--- config.mk ---
export PLATFORM = sky130hd
export DESIGN_NAME = counter_ctrl
export DESIGN_NICKNAME = d
export VERILOG_FILES = /design/src/rtl/counter_ctrl_pkg.sv /design/src/rtl/counter_ctrl.sv
export SDC_FILE = /design/constraint.sdc
export NUM_CORES = 1
export LEC_CHECK = 0
export CAP_MARGIN = 0
export CORE_ASPECT_RATIO = 0.9
export CORE_MARGIN = 1.5
export CORE_UTILIZATION = 40
export DETAILED_ROUTE_END_ITERATION = 10
export PLACE_DENSITY = 0.84
export SYNTH_ARGS = -nofsm -noshare
export SYNTH_HDL_FRONTEND = slang
export SYNTH_SLANG_ARGS = --single-unit
--- constraint.sdc ---
create_clock -name clk -period 2.7 [get_ports clk]
set_input_delay 0.675 -clock clk [delete_from_list [all_inputs] [get_ports clk]]
set_output_delay 0.675 -clock clk [all_outputs]
set_load 0.02 [all_outputs]
--- src/rtl/counter_ctrl_pkg.sv ---
// Shared encodings for the counter command controller: ops, FSM states
// and the bit layout of the STATUS response word.
package counter_ctrl_pkg;

  localparam logic [1:0] OP_INIT   = 2'b00;
  localparam logic [1:0] OP_START  = 2'b01;
  localparam logic [1:0] OP_READ   = 2'b10;
  localparam logic [1:0] OP_STATUS = 2'b11;

  localparam logic [1:0] ST_IDLE  = 2'd0;
  localparam logic [1:0] ST_ISSUE = 2'd1;
  localparam logic [1:0] ST_WAIT  = 2'd2;
  localparam logic [1:0] ST_RESP  = 2'd3;

  localparam int STAT_RUN_BIT = 0;
  localparam int STAT_CNT_LSB = 1;
  localparam int STAT_CNT_W   = 16;

endpackage

--- src/rtl/counter_ctrl.sv ---
// Command front end for an external counter: issues single-cycle pulses and
// returns one response per command. COUNTER_CTRL_STATS_EN adds a command counter.
module counter_ctrl
  import counter_ctrl_pkg::*;
#(
  parameter int xLen     = 64,
  parameter int WAIT_CYC = 3
) (
  input  logic            clk,
  input  logic            reset,
  input  logic            cmd_valid,
  output logic            cmd_ready,
  input  logic [1:0]      cmd_op,
  input  logic [xLen-1:0] cmd_data,
  output logic            rsp_valid,
  input  logic            rsp_ready,
  output logic [xLen-1:0] rsp_data,
  output logic            rsp_err,
  output logic            ctr_init,
  output logic            ctr_start,
  output logic            ctr_return_current_count,
  output logic [xLen-1:0] ctr_init_val,
  input  logic [xLen-1:0] ctr_current_count
);

  localparam int WW = (WAIT_CYC > 1) ? $clog2(WAIT_CYC) : 1;

  logic [1:0]      state;
  logic [1:0]      op_q;
  logic [xLen-1:0] data_q;
  logic            running;
  logic            armed;
  logic [WW-1:0]   wait_cnt;
  logic [xLen-1:0] status_word;
  logic            accept;
  logic            issue;

  // armed keeps cmd_ready low until the first clock after reset is released
  assign cmd_ready = (state == ST_IDLE) && armed;
  assign accept    = cmd_valid && cmd_ready;
  assign issue     = (state == ST_ISSUE);
  assign rsp_valid = (state == ST_RESP);

  assign ctr_init                 = issue && (op_q == OP_INIT)  && !running;
  assign ctr_start                = issue && (op_q == OP_START) && !running;
  assign ctr_return_current_count = issue && (op_q == OP_READ)  && running;
  assign ctr_init_val             = ctr_init ? data_q : '0;

`ifdef COUNTER_CTRL_STATS_EN
  logic [STAT_CNT_W-1:0] cmd_count;

  always_ff @(posedge clk) begin
    if (reset) begin
      cmd_count <= '0;
    end else if (accept && (cmd_count != '1)) begin
      cmd_count <= cmd_count + 1'b1;
    end
  end

  always_comb begin
    status_word = '0;
    status_word[STAT_RUN_BIT] = running;
    status_word[STAT_CNT_LSB +: STAT_CNT_W] = cmd_count;
  end
`else
  always_comb begin
    status_word = '0;
    status_word[STAT_RUN_BIT] = running;
  end
`endif

  always_ff @(posedge clk) begin
    if (reset) begin
      state    <= ST_IDLE;
      op_q     <= OP_INIT;
      data_q   <= '0;
      running  <= 1'b0;
      armed    <= 1'b0;
      wait_cnt <= '0;
      rsp_data <= '0;
      rsp_err  <= 1'b0;
    end else begin
      armed <= 1'b1;
      case (state)
        ST_IDLE: begin
          if (accept) begin
            op_q   <= cmd_op;
            data_q <= cmd_data;
            state  <= ST_ISSUE;
          end
        end
        ST_ISSUE: begin
          rsp_err  <= 1'b0;
          rsp_data <= '0;
          state    <= ST_RESP;
          case (op_q)
            OP_INIT: begin
              if (running) begin
                rsp_err <= 1'b1;
              end else begin
                wait_cnt <= WW'(WAIT_CYC - 1);
                state    <= ST_WAIT;
              end
            end
            OP_START: running <= 1'b1;
            OP_READ: begin
              if (running) begin
                wait_cnt <= WW'(WAIT_CYC - 1);
                state    <= ST_WAIT;
              end else begin
                rsp_data <= ctr_current_count;
              end
            end
            default: rsp_data <= status_word;
          endcase
        end
        ST_WAIT: begin
          // the counter needs WAIT_CYC cycles to settle; sample on the last one
          if (wait_cnt == '0) begin
            rsp_data <= ctr_current_count;
            state    <= ST_RESP;
          end else begin
            wait_cnt <= wait_cnt - 1'b1;
          end
        end
        default: begin
          if (rsp_ready) begin
            rsp_data <= '0;
            rsp_err  <= 1'b0;
            state    <= ST_IDLE;
          end
        end
      endcase
    end
  end

endmodule

==> results <==
- The kind of path behind the tightest hold check is reg2reg.
- The global-route usage over all layers is between 20% and 30%.
- The standard-cell row count is between 40 and 50.
- The worst hold path was traced through 2 stages.
- The average detailed-routed wire length per instance is about 16 µm.
- After technology mapping, the gate count stands at 724.
- The final total power is 6.36 mW.
- For this run, the number of Yosys warnings is 0.
- The final number of hold-violating endpoints is 0.
- The fraction of registers with async set or reset after synthesis is 0%.
- The maximum clock skew at final layout is roughly 8.0 ps.
- Cells fill a little over three fifths of the core in the end.
- The area of the die is roughly 0.016 mm².
- The most critical setup path has its endpoint at ctr_init_val[19].
- The initial antenna violation count is 1.
- The overall die width is between 100 and 150 µm.
- The number of design-rule violations left by the first detailed-router iteration is roughly 440.
- The count of boundary I/O pins is 268.
- The top cell types in the final layout, fill and taps aside, are 200 x sky130_fd_sc_hd__clkdlybuf4s50_1, 138 x sky130_fd_sc_hd__nand2_1, 135 x sky130_fd_sc_hd__dfxtp_1, 69 x sky130_fd_sc_hd__a21oi_1.
- The remaining antenna violation count after routing is 0.
- Across the run, the number of max-cap violations was 0.
- The TritonCTS clock tree is done.
- Measured in cells, the most critical reg-to-reg path has a length of 6.
- Entering global routing, the biggest net connects a little over 70 pins.
- The per-cell via count in the routed design is approximately 5.3.
- The number of slew-limit violations in the final report is 0.
- The endpoint kind of the worst setup timing path is an output pin.
- At the worst endpoint, the arrival time is 1920 ps.
- The y dimension of the die is around 120 µm.
- The clock latency on the worst-skew pair is between 400 and 500 ps.
- The register area share after synthesis is a little under half.
- The critical path goes through inv_2 > ha_4 > inv_2 > nor4_4 > buf_6 > bufbuf_16 > and2_1 > buf_2.
- The post-layout minimum cycle time is 2600 ps.
- The total power divided by cell area is approximately 700 mW/mm².
- The number of hold-repair buffers added at the cts stage is 0.
- The total area inside the core boundary comes to around 0.015 mm².
- The number of detailed-routing iterations run before antenna repair is 7.
- At the pin with the least slew margin, the transition time is approximately 660 ps.
- The flow ran to the end, and the final reports show no timing, DRC or antenna violations.
- For this design, the sink count on the clock tree is 137.
- The data required time at the worst endpoint is between 2000 and 2500 ps.
- The flop and latch count out of synthesis is about 140.
- The flip-flop cell with the highest count after synthesis is sky130_fd_sc_hd__dfxtp_1.
- In this run the critical register-to-register path is captured at rsp_data[45].
- The effective utilization at floorplan is between 40% and 50%.
- For this design, the slowest cell found on the critical path is sky130_fd_sc_hd__dfxtp_2.
- The congestion estimate from routability-driven global placement came to between 0.7 and 0.8.
- For this run, design rule violations remaining after detail routing come to 0.
- The CTS clock-pin slew for the worst setup and hold paths is approximately 60 ps.
- The achievable frequency is 385 MHz.
- The synthesis-to-finish area growth is 53.9%.
- Setup slack on the worst reg-to-reg path comes out at between 500 and 600 ps.
- The routed layout has slightly above 6000 vias.
- Buffers inserted during clock tree synthesis total 17.
- The final critical-path share of the clock period is 96.2%.
- The remaining max-slew budget at the tightest pin is between 50% and 60%.
- The largest single stage delay on the critical path is 340 ps.
- The total overflow left after global routing is 0.
- The most common library cell in the layout ignoring fill and taps is sky130_fd_sc_hd__clkdlybuf4s50_1.
- Setup violations remaining at the end of the flow were counted as 0.
- The clock tree root driver cell is sky130_fd_sc_hd__clkbuf_16.
- The met3 demand-to-capacity share in global routing is around 6.5%.
- Global routing consumed, on the met1 layer, 28.7% of the routing resources.
- The final layout contains routed wiring with a total length of approximately 19000 µm.
- The synthesized design contains 0 enable-type register cells.
- The worst setup path startpoint is state[1].
- The number of global-route vias before repair is roughly 5700.
- The startpoint identified for the worst register-to-register timing path is state[0].
- The mapped cell area is a little over 0.006 mm².
- The largest fanout on the critical path is 24.
- met2 is the most crowded layer.
- The first-pass GRT wire length is between 20000 and 30000 µm.
- The most repeated library cell on the critical path is sky130_fd_sc_hd__inv_2.
- The worst setup path is of the reg2out kind.
- VDD sags by at most 577 µV.
- Summed over all cells, the static leakage comes to approximately 3.7 nW.
- The count of buffers inserted at the top-level ports is roughly 270.
- At the end of the flow, the number of nets in the layout was between 1000 and 1500.
- Of the cells placed in the final design, the portion with a size suffix greater than 1 is between 10% and 20%.
- The synthesized netlist contains 36 unique library cells.
- The critical path launch point type is a flip-flop.
- The count of inserted antenna diode cells is 0.
- The post-route standard cell area excluding fillers is approximately 0.0093 mm².
- The average size of a mapped cell is roughly 8.4 µm².
- After legalization and detailed placement, the total HPWL measured ~12000 µm.
- The number of nets in the synthesized netlist is between 800 and 900.
- The global routing met2 resource utilization is a little under two fifths.
- The placement-stage cell area is 0.00883 mm².
- The H-tree was split into 4 levels.
- No sink is reached through more buffers than the 2 on the longest clock path.
-- area by class of cell --
type | instances | area, µm²
Clock buffer | 17 | 425
Clock inverter | 15 | 199
Fill cell | 1276 | 5430
Inverter | 69 | 259
Multi-Input combinational cell | 437 | 2740
Sequential cell | 137 | 2750
Tap cell | 198 | 248
Timing Repair Buffer | 287 | 2720
-- registers in the layout, summed over array words and instances (netlist names) --
signal    flops
data_q       64
rsp_data     64
op_q          2
state         2
wait_cnt      2
armed         1
rsp_err       1
running       1
-- cells by family after synthesis --
group	synth area share, %
compound gates	25.1
flops	45.2
simple gates	17.4
buf+inv	10.5
fa+ha+maj	1.03
mux	0.680
xor+xnor	0.144
-- per-stage QoR --
| stage | TNS [ps] | cells | hold slack (ps) | setup WS (ps) |
|---|---|---|---|---|
| 2_1_floorplan | 0 | 724 | 432 | 392 |
| 3_5_place_dp | 0 | 1126 | 442 | 12.7 |
| 4_1_cts | -58.9 | 1160 | 449 | -58.9 |
| 5_1_grt | -0.0566 | 1160 | 467 | -0.0566 |
| 3_3_place_gp | 0 | 1126 | 438 | 78.0 |
| 6_report | 0 | 1160 | 448 | 102 |
-- synthesized netlist by cell type, types with 5 or more instances --
cell,instances,area share (%)
sky130_fd_sc_hd__a21oi_1,69,5.7
sky130_fd_sc_hd__and2_1,66,6.8
sky130_fd_sc_hd__buf_1,7,0.43
sky130_fd_sc_hd__buf_2,9,0.74
sky130_fd_sc_hd__buf_6,8,1.5
sky130_fd_sc_hd__clkbuf_1,57,3.5
sky130_fd_sc_hd__dfxtp_1,137,45
sky130_fd_sc_hd__ha_1,5,1.0
sky130_fd_sc_hd__inv_1,69,4.3
sky130_fd_sc_hd__nand2_1,138,8.5
sky130_fd_sc_hd__nor2_1,5,0.31
sky130_fd_sc_hd__o311ai_0,56,8.1
sky130_fd_sc_hd__o311ai_1,8,1.2
sky130_fd_sc_hd__o41ai_1,63,9.1
-- metal layers --
| metal | share of wire, % | wire length [µm] |
|---|---|---|
| met5 | 0.069 | 13 |
| met4 | 3.1 | 584 |
| met3 | 6.1 | 1160 |
| met2 | 48 | 9130 |
| met1 | 42 | 8040 |
-- worst min-delay path by stage --
stage / from / slack, ps / endpoint
2_1_floorplan: data_q[0] / 430 / data_q[0]
3_3_place_gp: data_q[8] / 440 / data_q[8]
3_5_place_dp: data_q[51] / 440 / data_q[51]
6_report: data_q[12] / 450 / data_q[12]
5_1_grt: data_q[14] / 470 / data_q[14]
4_1_cts: data_q[51] / 450 / data_q[51]
-- report_power, final --
| group | internal (mW) | switching, mW |
|---|---|---|
| Clock | 1.55 | 0.907 |
| Sequential | 2.16 | 0.0792 |
| Combinational | 0.617 | 1.05 |
| Total | 4.33 | 2.04 |
-- critical path, delay by kind of cell, from the launching register on --
family	cells	cell delay (ps)
adders and majority gates	1	130
buffers and inverters	5	750
DFF	1	340
and+or+nand+nor	2	290
-- timing repair --
item	in CTS	in global routing
pin swaps	0	0
cloned	1	0
setup endpoints to repair	66	67
buffers inserted	1	0
gates resized for setup	167	42
Note: power is estimated with default switching activity, not from simulation.
